## src/rtl/ooo_pkg.sv

```systemverilog
// Types and widths shared by the reservation station, reorder buffer and CDB.
package ooo_pkg;

    localparam int unsigned TAG_WIDTH  = 4;
    localparam int unsigned OP_WIDTH   = 6;
    localparam int unsigned DATA_WIDTH = 32;

    typedef struct packed {
        logic                  rdy;
        logic [TAG_WIDTH-1:0]  tag;
        logic [DATA_WIDTH-1:0] val;
    } rs_src_t;

    typedef struct packed {
        logic                 valid;
        logic [OP_WIDTH-1:0]  op;
        logic [TAG_WIDTH-1:0] rob_tag;
        rs_src_t              a;
        rs_src_t              b;
    } rs_entry_t;

    function automatic rs_src_t make_src(input logic                  rdy,
                                         input logic [TAG_WIDTH-1:0]  tag,
                                         input logic [DATA_WIDTH-1:0] val);
        rs_src_t s;
        s.rdy = rdy;
        s.tag = tag;
        s.val = val;
        return s;
    endfunction

endpackage

```

## src/rtl/rs_operand_capture.sv

```systemverilog
// Compares one waiting source operand against the CDB and produces its next {rdy, val}.
module rs_operand_capture
    import ooo_pkg::*;
(
    input  rs_src_t                src_i,
    input  logic                   cdb_valid_i,
    input  logic [TAG_WIDTH-1:0]   cdb_tag_i,
    input  logic [DATA_WIDTH-1:0]  cdb_data_i,
    output rs_src_t                src_o
);

    logic hit;

    always_comb begin
        hit   = cdb_valid_i & ~src_i.rdy & (src_i.tag == cdb_tag_i);
        src_o = src_i;
        if (hit) begin
            src_o.rdy = 1'b1;
            src_o.val = cdb_data_i;
        end
    end

endmodule

```

## src/rtl/reservation_station.sv

```systemverilog
// Collapsing-queue reservation station feeding one ALU; index 0 holds the oldest entry.
// Optional 0-cycle CDB wakeup-to-issue bypass enabled by defining RS_WAKEUP_BYPASS_EN.
module reservation_station #(
    parameter int RS_DEPTH   = 4,
    parameter int DATA_WIDTH = ooo_pkg::DATA_WIDTH,
    parameter int TAG_WIDTH  = ooo_pkg::TAG_WIDTH,
    parameter int OP_WIDTH   = ooo_pkg::OP_WIDTH
) (
    input  logic                           clk,
    input  logic                           rst,
    input  logic                           flush,
    input  logic                           disp_valid,
    output logic                           disp_ready,
    input  logic [OP_WIDTH-1:0]            disp_op,
    input  logic [TAG_WIDTH-1:0]           disp_rob_tag,
    input  logic                           disp_a_rdy,
    input  logic                           disp_b_rdy,
    input  logic [DATA_WIDTH-1:0]          disp_a_val,
    input  logic [DATA_WIDTH-1:0]          disp_b_val,
    input  logic [TAG_WIDTH-1:0]           disp_a_tag,
    input  logic [TAG_WIDTH-1:0]           disp_b_tag,
    input  logic                           cdb_valid,
    input  logic [TAG_WIDTH-1:0]           cdb_tag,
    input  logic [DATA_WIDTH-1:0]          cdb_data,
    output logic                           issue_valid,
    input  logic                           issue_ready,
    output logic [OP_WIDTH-1:0]            issue_op,
    output logic [TAG_WIDTH-1:0]           issue_rob_tag,
    output logic [DATA_WIDTH-1:0]          issue_a,
    output logic [DATA_WIDTH-1:0]          issue_b,
    output logic [$clog2(RS_DEPTH+1)-1:0]  occupancy
);

    import ooo_pkg::*;

    localparam int OCC_W = $clog2(RS_DEPTH + 1);
    localparam int IDX_W = $clog2(RS_DEPTH);

    rs_entry_t           entries_q [RS_DEPTH];
    rs_entry_t           entries_d [RS_DEPTH];
    rs_src_t             woken_a   [RS_DEPTH];
    rs_src_t             woken_b   [RS_DEPTH];
    rs_entry_t           woken     [RS_DEPTH];
    logic [OCC_W-1:0]    occupancy_q, occupancy_d, occ_after_issue;
    logic [RS_DEPTH-1:0] ready_vec;
    logic [IDX_W-1:0]    sel_idx;
    logic                any_ready, issue_fire, disp_fire;
    rs_src_t             disp_a_cap, disp_b_cap;
    rs_entry_t           new_entry;

    for (genvar i = 0; i < RS_DEPTH; i++) begin : g_entry
        rs_operand_capture u_cap_a (
            .src_i       (entries_q[i].a),
            .cdb_valid_i (cdb_valid),
            .cdb_tag_i   (cdb_tag),
            .cdb_data_i  (cdb_data),
            .src_o       (woken_a[i])
        );
        rs_operand_capture u_cap_b (
            .src_i       (entries_q[i].b),
            .cdb_valid_i (cdb_valid),
            .cdb_tag_i   (cdb_tag),
            .cdb_data_i  (cdb_data),
            .src_o       (woken_b[i])
        );

        always_comb begin
            woken[i]   = entries_q[i];
            woken[i].a = woken_a[i];
            woken[i].b = woken_b[i];
        end

`ifdef RS_WAKEUP_BYPASS_EN
        assign ready_vec[i] = entries_q[i].valid & woken_a[i].rdy & woken_b[i].rdy;
`else
        assign ready_vec[i] = entries_q[i].valid & entries_q[i].a.rdy & entries_q[i].b.rdy;
`endif
    end

    // A source that arrives with the CDB broadcast of its producer must not miss it.
    rs_operand_capture u_disp_cap_a (
        .src_i       (make_src(disp_a_rdy, disp_a_tag, disp_a_val)),
        .cdb_valid_i (cdb_valid),
        .cdb_tag_i   (cdb_tag),
        .cdb_data_i  (cdb_data),
        .src_o       (disp_a_cap)
    );
    rs_operand_capture u_disp_cap_b (
        .src_i       (make_src(disp_b_rdy, disp_b_tag, disp_b_val)),
        .cdb_valid_i (cdb_valid),
        .cdb_tag_i   (cdb_tag),
        .cdb_data_i  (cdb_data),
        .src_o       (disp_b_cap)
    );

    always_comb begin
        sel_idx   = '0;
        any_ready = 1'b0;
        for (int i = RS_DEPTH - 1; i >= 0; i--) begin
            if (ready_vec[i]) begin
                sel_idx   = IDX_W'(i);
                any_ready = 1'b1;
            end
        end
    end

    // Operand values come from the woken view so a bypassed operand carries cdb_data.
    always_comb begin
        issue_valid   = any_ready & ~flush & ~rst;
        issue_op      = '0;
        issue_rob_tag = '0;
        issue_a       = '0;
        issue_b       = '0;
        if (issue_valid) begin
            issue_op      = woken[sel_idx].op;
            issue_rob_tag = woken[sel_idx].rob_tag;
            issue_a       = woken[sel_idx].a.val;
            issue_b       = woken[sel_idx].b.val;
        end
    end

    assign disp_ready = (occupancy_q < OCC_W'(RS_DEPTH));
    assign occupancy  = occupancy_q;
    assign issue_fire = issue_valid & issue_ready;
    assign disp_fire  = disp_valid & disp_ready & ~flush;

    always_comb begin
        new_entry         = '0;
        new_entry.valid   = 1'b1;
        new_entry.op      = disp_op;
        new_entry.rob_tag = disp_rob_tag;
        new_entry.a       = disp_a_cap;
        new_entry.b       = disp_b_cap;
    end

    // Collapse first, then append, so dispatch and issue together keep occupancy unchanged.
    always_comb begin
        for (int i = 0; i < RS_DEPTH; i++) begin
            entries_d[i] = woken[i];
        end
        occ_after_issue = occupancy_q;
        if (issue_fire) begin
            for (int i = 0; i < RS_DEPTH - 1; i++) begin
                if (i >= int'(sel_idx)) begin
                    entries_d[i] = woken[i+1];
                end
            end
            entries_d[RS_DEPTH-1] = '0;
            occ_after_issue       = occupancy_q - OCC_W'(1);
        end
        occupancy_d = occ_after_issue;
        if (disp_fire) begin
            for (int i = 0; i < RS_DEPTH; i++) begin
                if (OCC_W'(i) == occ_after_issue) begin
                    entries_d[i] = new_entry;
                end
            end
            occupancy_d = occ_after_issue + OCC_W'(1);
        end
        if (flush) begin
            for (int i = 0; i < RS_DEPTH; i++) begin
                entries_d[i]       = entries_q[i];
                entries_d[i].valid = 1'b0;
            end
            occupancy_d = '0;
        end
    end

    always_ff @(posedge clk) begin
        if (rst) begin
            occupancy_q <= '0;
            for (int i = 0; i < RS_DEPTH; i++) begin
                entries_q[i] <= '0;
            end
        end else begin
            occupancy_q <= occupancy_d;
            for (int i = 0; i < RS_DEPTH; i++) begin
                entries_q[i] <= entries_d[i];
            end
        end
    end

endmodule

```

## config.mk

```make
export PLATFORM = sky130hd
export DESIGN_NAME = reservation_station
export DESIGN_NICKNAME = d
export VERILOG_FILES = /design/src/rtl/ooo_pkg.sv /design/src/rtl/rs_operand_capture.sv /design/src/rtl/reservation_station.sv
export SDC_FILE = /design/constraint.sdc
export NUM_CORES = 1
export LEC_CHECK = 0
export BUFFER_PORTS_ARGS = -buffer_cell sky130_fd_sc_hd__clkbuf_2
export CAP_MARGIN = 20
export CORE_ASPECT_RATIO = 2
export CORE_MARGIN = 4
export CORE_UTILIZATION = 40
export DETAILED_ROUTE_END_ITERATION = 8
export GPL_TIMING_DRIVEN = 0
export PLACE_DENSITY = 0.62
export SKIP_CTS_REPAIR_TIMING = 1
export SLEW_MARGIN = 20
export SYNTH_ARGS = -nofsm -noshare
export SYNTH_HDL_FRONTEND = slang
export SYNTH_SLANG_ARGS = --single-unit
```

## constraint.sdc

```tcl
create_clock -name clk -period 5.3 [get_ports clk]
set_clock_uncertainty 0.1 [all_clocks]
set_input_delay 0.53 -clock clk [delete_from_list [all_inputs] [get_ports clk]]
set_output_delay 0.53 -clock clk [all_outputs]
set_load 0.1 [all_outputs]
```

**Word level (Yosys, flattened, before mapping)**

Memory sizes are Yosys's and may differ from the RTL's.
Index checks and enable logic that the tools add are counted.

- Bits in registers: 3
- Memory bits (writable): 340
- Input bits: 126
- Output and inout bits: 79
- Word-level logic and storage cells: 128
- Memories: 1

Memory list:

| name | words | width | read ports | clocked after Yosys merged registers in | write ports | RTL line | RTL |
|---|---|---|---|---|---|---|---|
| entries_q | 4 | 85 | 4 | 0 | 4 | reservation_station.sv:39 | `rs_entry_t entries_q [RS_DEPTH];` |

- $add $sub $neg: 2
- $lt $le $gt $ge: 5
- Equal/unequal tests: 13
- Multiplexer cells: 54
- Bitwise gates (word level): 50
- Reductions and logical operators: 2

Operators with widths:

| kind | count |
|---|---|
| two-way mux 340 bit | 3 |
| two-way mux 85 bit | 11 |
| two-way mux 32 bit | 12 |
| binary-select mux 85 bit (select 2 bit) | 1 |
| two-way mux 84 bit | 2 |
| == test 4 bit | 10 |
| bitwise AND 1 bit | 33 |
| two-way mux 1 bit | 17 |
| NOT 1 bit | 12 |
| two-way mux 2 bit | 4 |
| == test 2 x 3 -> 1 bit, first input constant | 2 |
| two-way mux 3 bit | 2 |
| two-way mux 6 bit | 1 |
| >= comparator 1 x 2 -> 1 bit, first input constant | 2 |
| two-way mux 4 bit | 1 |
| bitwise OR 1 bit | 4 |
| adder 3 x 1 -> 3 bit, second input constant | 1 |
| == test 1 x 3 -> 1 bit, first input constant | 1 |
| >= comparator 3 bit, second input constant | 1 |
| zero test 3 bit | 1 |
| < comparator 3 bit, second input constant | 1 |
| NOT 2 -> 3 bit | 1 |
| subtractor 3 x 1 -> 3 bit, second input constant | 1 |
| >= comparator 2 bit, first input constant | 1 |
| OR reduction 2 bit | 1 |

**Longest topological paths before layout**

An unclocked memory read counts as a cell.

- Depth in word-level cells: 16
- Mapped depth: 14
- Gate-level depth less buffers: 11

**Hierarchy**

Synthesis repeated with hierarchy kept, for this count alone.

- Cells, all modules: 2709
- Area total of the unflattened synthesis: 25448.2 µm²

Modules (own cells, without submodules):

| module | times used | cells each | area each (µm²) | sequential area each (µm²) |
|---|---|---|---|---|
| reservation_station | 1 | 2249 | 19367.3 | 6866.6 |
| rs_operand_capture | 10 | 46 | 608.1 | 0.0 |

**Worst setup path after synthesis**

No wires, ideal clock.

- Path kind: input -> output
- Start point: in flush
- End point: out issue_a[17]
- Arrival time: 3.064 ns
- Required time: 4.670 ns
- Slack: 1.606 ns
- Stages on the path: 6
- Path buffers: 2
- Cell sequence: buf_2 -> nor2_1 -> nand2_1 -> inv_2 -> clkbuf_1 -> o21a_1

- Word-level cells in the longest chain between the ends: 4

RTL lines:

| item | RTL line | RTL |
|---|---|---|
| start, declared | reservation_station.sv:11 | `input logic flush,` |
| NOT 1 bit | reservation_station.sv:109 | `issue_valid = any_ready & ~flush & ~rst;` |
| bitwise AND 1 bit (2 in series) | reservation_station.sv:109 |  |
| named net issue_valid | reservation_station.sv:25 | `output logic issue_valid,` |
| two-way mux 32 bit | reservation_station.sv:114 | `if (issue_valid) begin` |
| end, declared | reservation_station.sv:29 | `output logic [DATA_WIDTH-1:0] issue_a,` |

The timed path passes the listed nets, and every way through them passes these cells.

==> metrics.yaml <==
outcome:
  run_status: "complete, but fails checks"
  violations_in_the_final_reports: "setup timing"
sta:
  final_hold_viol_count: 0
  min_period_ns: 5.34
  tightest_slew_ns: 1.29
  slew_viol_final: 0
  worst_slew_margin_rel_pct: 13.9
  timing.final.setup_violations: 1
  finalCritPeriodShare_pct: 101
  timing.fmax_ghz: 0.187
  rsz0062_at_grt: "no"
  postLayoutSetupSlackWorst_ns: -0.0356
yosys:
  yosys.area_share.adder_pct: 0.103
  mapped_area_um2: 24200
  synth_warnings: 0
  post_synth.cell_area_avg_um2: 7.97
  synth_compound_gate_area_share_pct: 35.0
  parity_gate_share_of_the_synthesized_area_counting_xor_and_xnor_cells_pct: 0.724
  syn_nets: 3161
  ys_types: 74
  post_syn_instances: 3033
  synth_mux_area_share_pct: 16.1
  number_of_synthesized_flops_with_an_enable_pin: 0
  synth_async_sr_flop_share_pct: 0
  synth_sequential_area_ratio_pct: 28.4
  synth_simple_gate_area_share_pct: 11.3
  flops_latches_synth: 343
  synth_top_family_by_area: "compound AO/OA/AOI/OAI gates"
  synth_ff_type: "sky130_fd_sc_hd__dfxtp_1"
clock_tree:
  tritoncts.num_buffers: 37
  cts_sinks: 343
  clockBufferDepth: 3
  cts_tree: "done"
  clockRootBuffer: "sky130_fd_sc_hd__clkbuf_16"
  clk_pin_slew_worst_paths_ns: 0.07
  clock_latency_ns: 0.61
  htreeDepth: 2
global_routing:
  first_pass_grt_wire_length_mm: 199
  grtUsageTotal_pct: 42.0
  globalRoute.totalOverflow: 0
  maximum_number_of_pins_on_one_net_before_global_route_repair: 14
  grt_antenna_before_repair: 4
  first_global_vias: 28400
routing:
  wire_per_inst_um: 35.0
  detail_route.iter0.violations: 3775
  route.detailed.vias_per_inst: 7.03
  drt.antenna.violating_nets: 0
  routed-via-count: 28500
  drt_pre_antenna_iters: 6
  totalWireLength_mm: 142
  drc_markers: 0
worst_setup_path:
  crit_path_start: "entries_q[2][36]"
  critPathSlowestCell: "sky130_fd_sc_hd__buf_1"
  worstPathMaxFanout: 10
  setup.worst_path.class: "flop to primary output"
  reg2reg_depth: 12
  timing.critical_path.to_type: "primary output"
  worst_ep_arrival_time_ns: 4.71
  regToRegStartpoint: "entries_q[1][36]"
  timing.critical_path.to: "issue_b[28]"
  cell_chain_of_the_critical_path: "and3_1, clkbuf_1, nor2_1, a21oi_1, clkbuf_1, buf_1, o22ai_1, o21a_1, clkbuf_2"
  crit_path_frequent_cell: "sky130_fd_sc_hd__clkbuf_1"
  r2r_end: "entries_q[3][62]"
  worstPathRequired_ns: 4.67
  ff_to_ff_setup_slack_ns: 0.43
  crit_path_max_incr_delay_ns: 1.01
  critPathLaunchType: "flop"
layout:
  ff_latch_area_um2: 6870
  number_of_standard_cells_in_the_layout_taps_in_and_fillers_out: 4054
  design.final.nets: 3378
  finalCoreUtilization_pct: 45.7
  post_route_cells_drive_above_1_share_pct: 13.0
  area_growth_pct: 13.3
  fillCellCount: 6201
  multi_input_area_um2: 15300
min_path:
  worstHoldPathType: "input port to flop"
die:
  ios: 205
  rows: 127
  die_height_um: 356
  chipWidth_um: 182
  core_ar_um2: 59900
  die-area_um2: 64700
  initial_utilization_pct: 40.4
placement:
  place_hpwl_mm: 105
  gp_congestion: 1.13
  numPlacedInstances: 3981
  placement.io_buffers: 171
power_and_ir_drop:
  powerDensity_nw_per_um2: 245
  power.ir.vdd_worst_v: 0.000224
  p_leak_uw: 0.00937
flow_run:
  drv_cap: 0
-- critical path: cells and delay by family (launching register included) --
kind                   cells  cell delay, ns
AO/OA/AOI/OAI              3            0.96
buffers and inverters      4            2.29
flip-flops                 1            0.50
AND/OR/NAND/NOR            2            0.33
-- cell type report --
| type | count | area share [%] |
|---|---|---|
| Multi-Input combinational cell | 2193 | 55.9 |
| Sequential cell | 343 | 25.1 |
| Clock inverter | 8 | 0.388 |
| Clock buffer | 58 | 4.22 |
| Antenna cell | 3 | 0.0274 |
| Timing Repair Buffer | 178 | 3.40 |
| Tap cell | 774 | 3.53 |
| Inverter | 123 | 1.68 |
| Buffer | 374 | 5.76 |
-- stage by stage --
step | TNS [ns] | total power, uW | cell area, um2 | setup slack [ns] | hold slack [ns]
final | -0.0356 | 6720 | 27400 | -0.0356 | 0.146
after global routing | 0 | 6840 | 27400 | 0.00524 | 0.155
after CTS | 0 | 6620 | 27300 | 0.452 | 0.142
after detailed placement | 0 | 3830 | 26100 | 0.463 | 0.360
after global placement | 0 | 3820 | 26000 | 0.465 | 0.355
after floorplan | 0 | 3430 | 24200 | 1.61 | 0.336
-- layer usage --
metal,wire length (um),vias to the layer above,share of wire [%],GRT usage [%]
li1,-,11900,-,-
met1,44400,13500,31,41.2
met2,64600,2185,45,68.3
met3,14600,922,10,12.5
met4,18400,2,13,42.4
met5,13,-,0.0092,0
-- report_power, final --
group	internal, uW	switching (uW)
logic	353	719
registers	2680	88.1
clock network	1610	1280
-- how the worst min path moves through the flow --
stage,depth (start not counted),start,to,slack (ns)
after floorplan,2,entries_q[2][44],entries_q[2][44],0.34
after global routing,3,disp_op[2],entries_q[0][80],0.15
final,3,disp_op[1],entries_q[2][79],0.15
after CTS,3,disp_op[2],entries_q[0][80],0.14
after global placement,2,entries_q[2][44],entries_q[2][44],0.35
after detailed placement,2,entries_q[2][48],entries_q[2][48],0.36
-- state kept, by name (all words and copies together), names as in the netlist --
name,count
entries_q,340
occupancy,3
-- kinds of logic (layout without fill, tap and decap cells) --
group                      after synthesis  after routing
AOI/OAI and AO/OA                     1182           1182
and+or+nand+nor                        619            619
buffers and inverters                  497            741
muxes                                  370            370
DFF                                    343            343
xor gates and xnor gates                20             20
adders and majority gates                2              2
other                                    0              3
-- layout by cell type (no fill, tap or decap), types with 64 or more instances in the layout --
cell type,n
sky130_fd_sc_hd__dfxtp_1,343
sky130_fd_sc_hd__mux2i_1,298
sky130_fd_sc_hd__nand2_1,292
sky130_fd_sc_hd__clkbuf_1,269
sky130_fd_sc_hd__a21oi_1,212
sky130_fd_sc_hd__o22ai_1,211
sky130_fd_sc_hd__clkbuf_2,189
sky130_fd_sc_hd__nor2_1,135
sky130_fd_sc_hd__inv_1,121
sky130_fd_sc_hd__o21a_1,114
sky130_fd_sc_hd__nand3_1,75
sky130_fd_sc_hd__o211ai_1,70
sky130_fd_sc_hd__mux2_2,64
-- Yosys cell counts, types with 59 or more instances --
master                     count  share of area, %
sky130_fd_sc_hd__buf_2        59               1.2
sky130_fd_sc_hd__mux2i_1     298                12
sky130_fd_sc_hd__mux2_2       64               3.0
sky130_fd_sc_hd__nand3_1      75               1.6
sky130_fd_sc_hd__nand2_1     292               4.5
sky130_fd_sc_hd__o22ai_1     211               5.5
sky130_fd_sc_hd__o21a_1      114               3.5
sky130_fd_sc_hd__clkbuf_1    273               4.2
sky130_fd_sc_hd__o211ai_1     70               2.2
sky130_fd_sc_hd__inv_1       121               1.9
sky130_fd_sc_hd__nor2_1      135               2.1
sky130_fd_sc_hd__o21ai_0      60               1.2
sky130_fd_sc_hd__a21oi_1     213               4.4
sky130_fd_sc_hd__dfxtp_1     343                28
No activity file was read; power rests on OpenSTA's default activity.
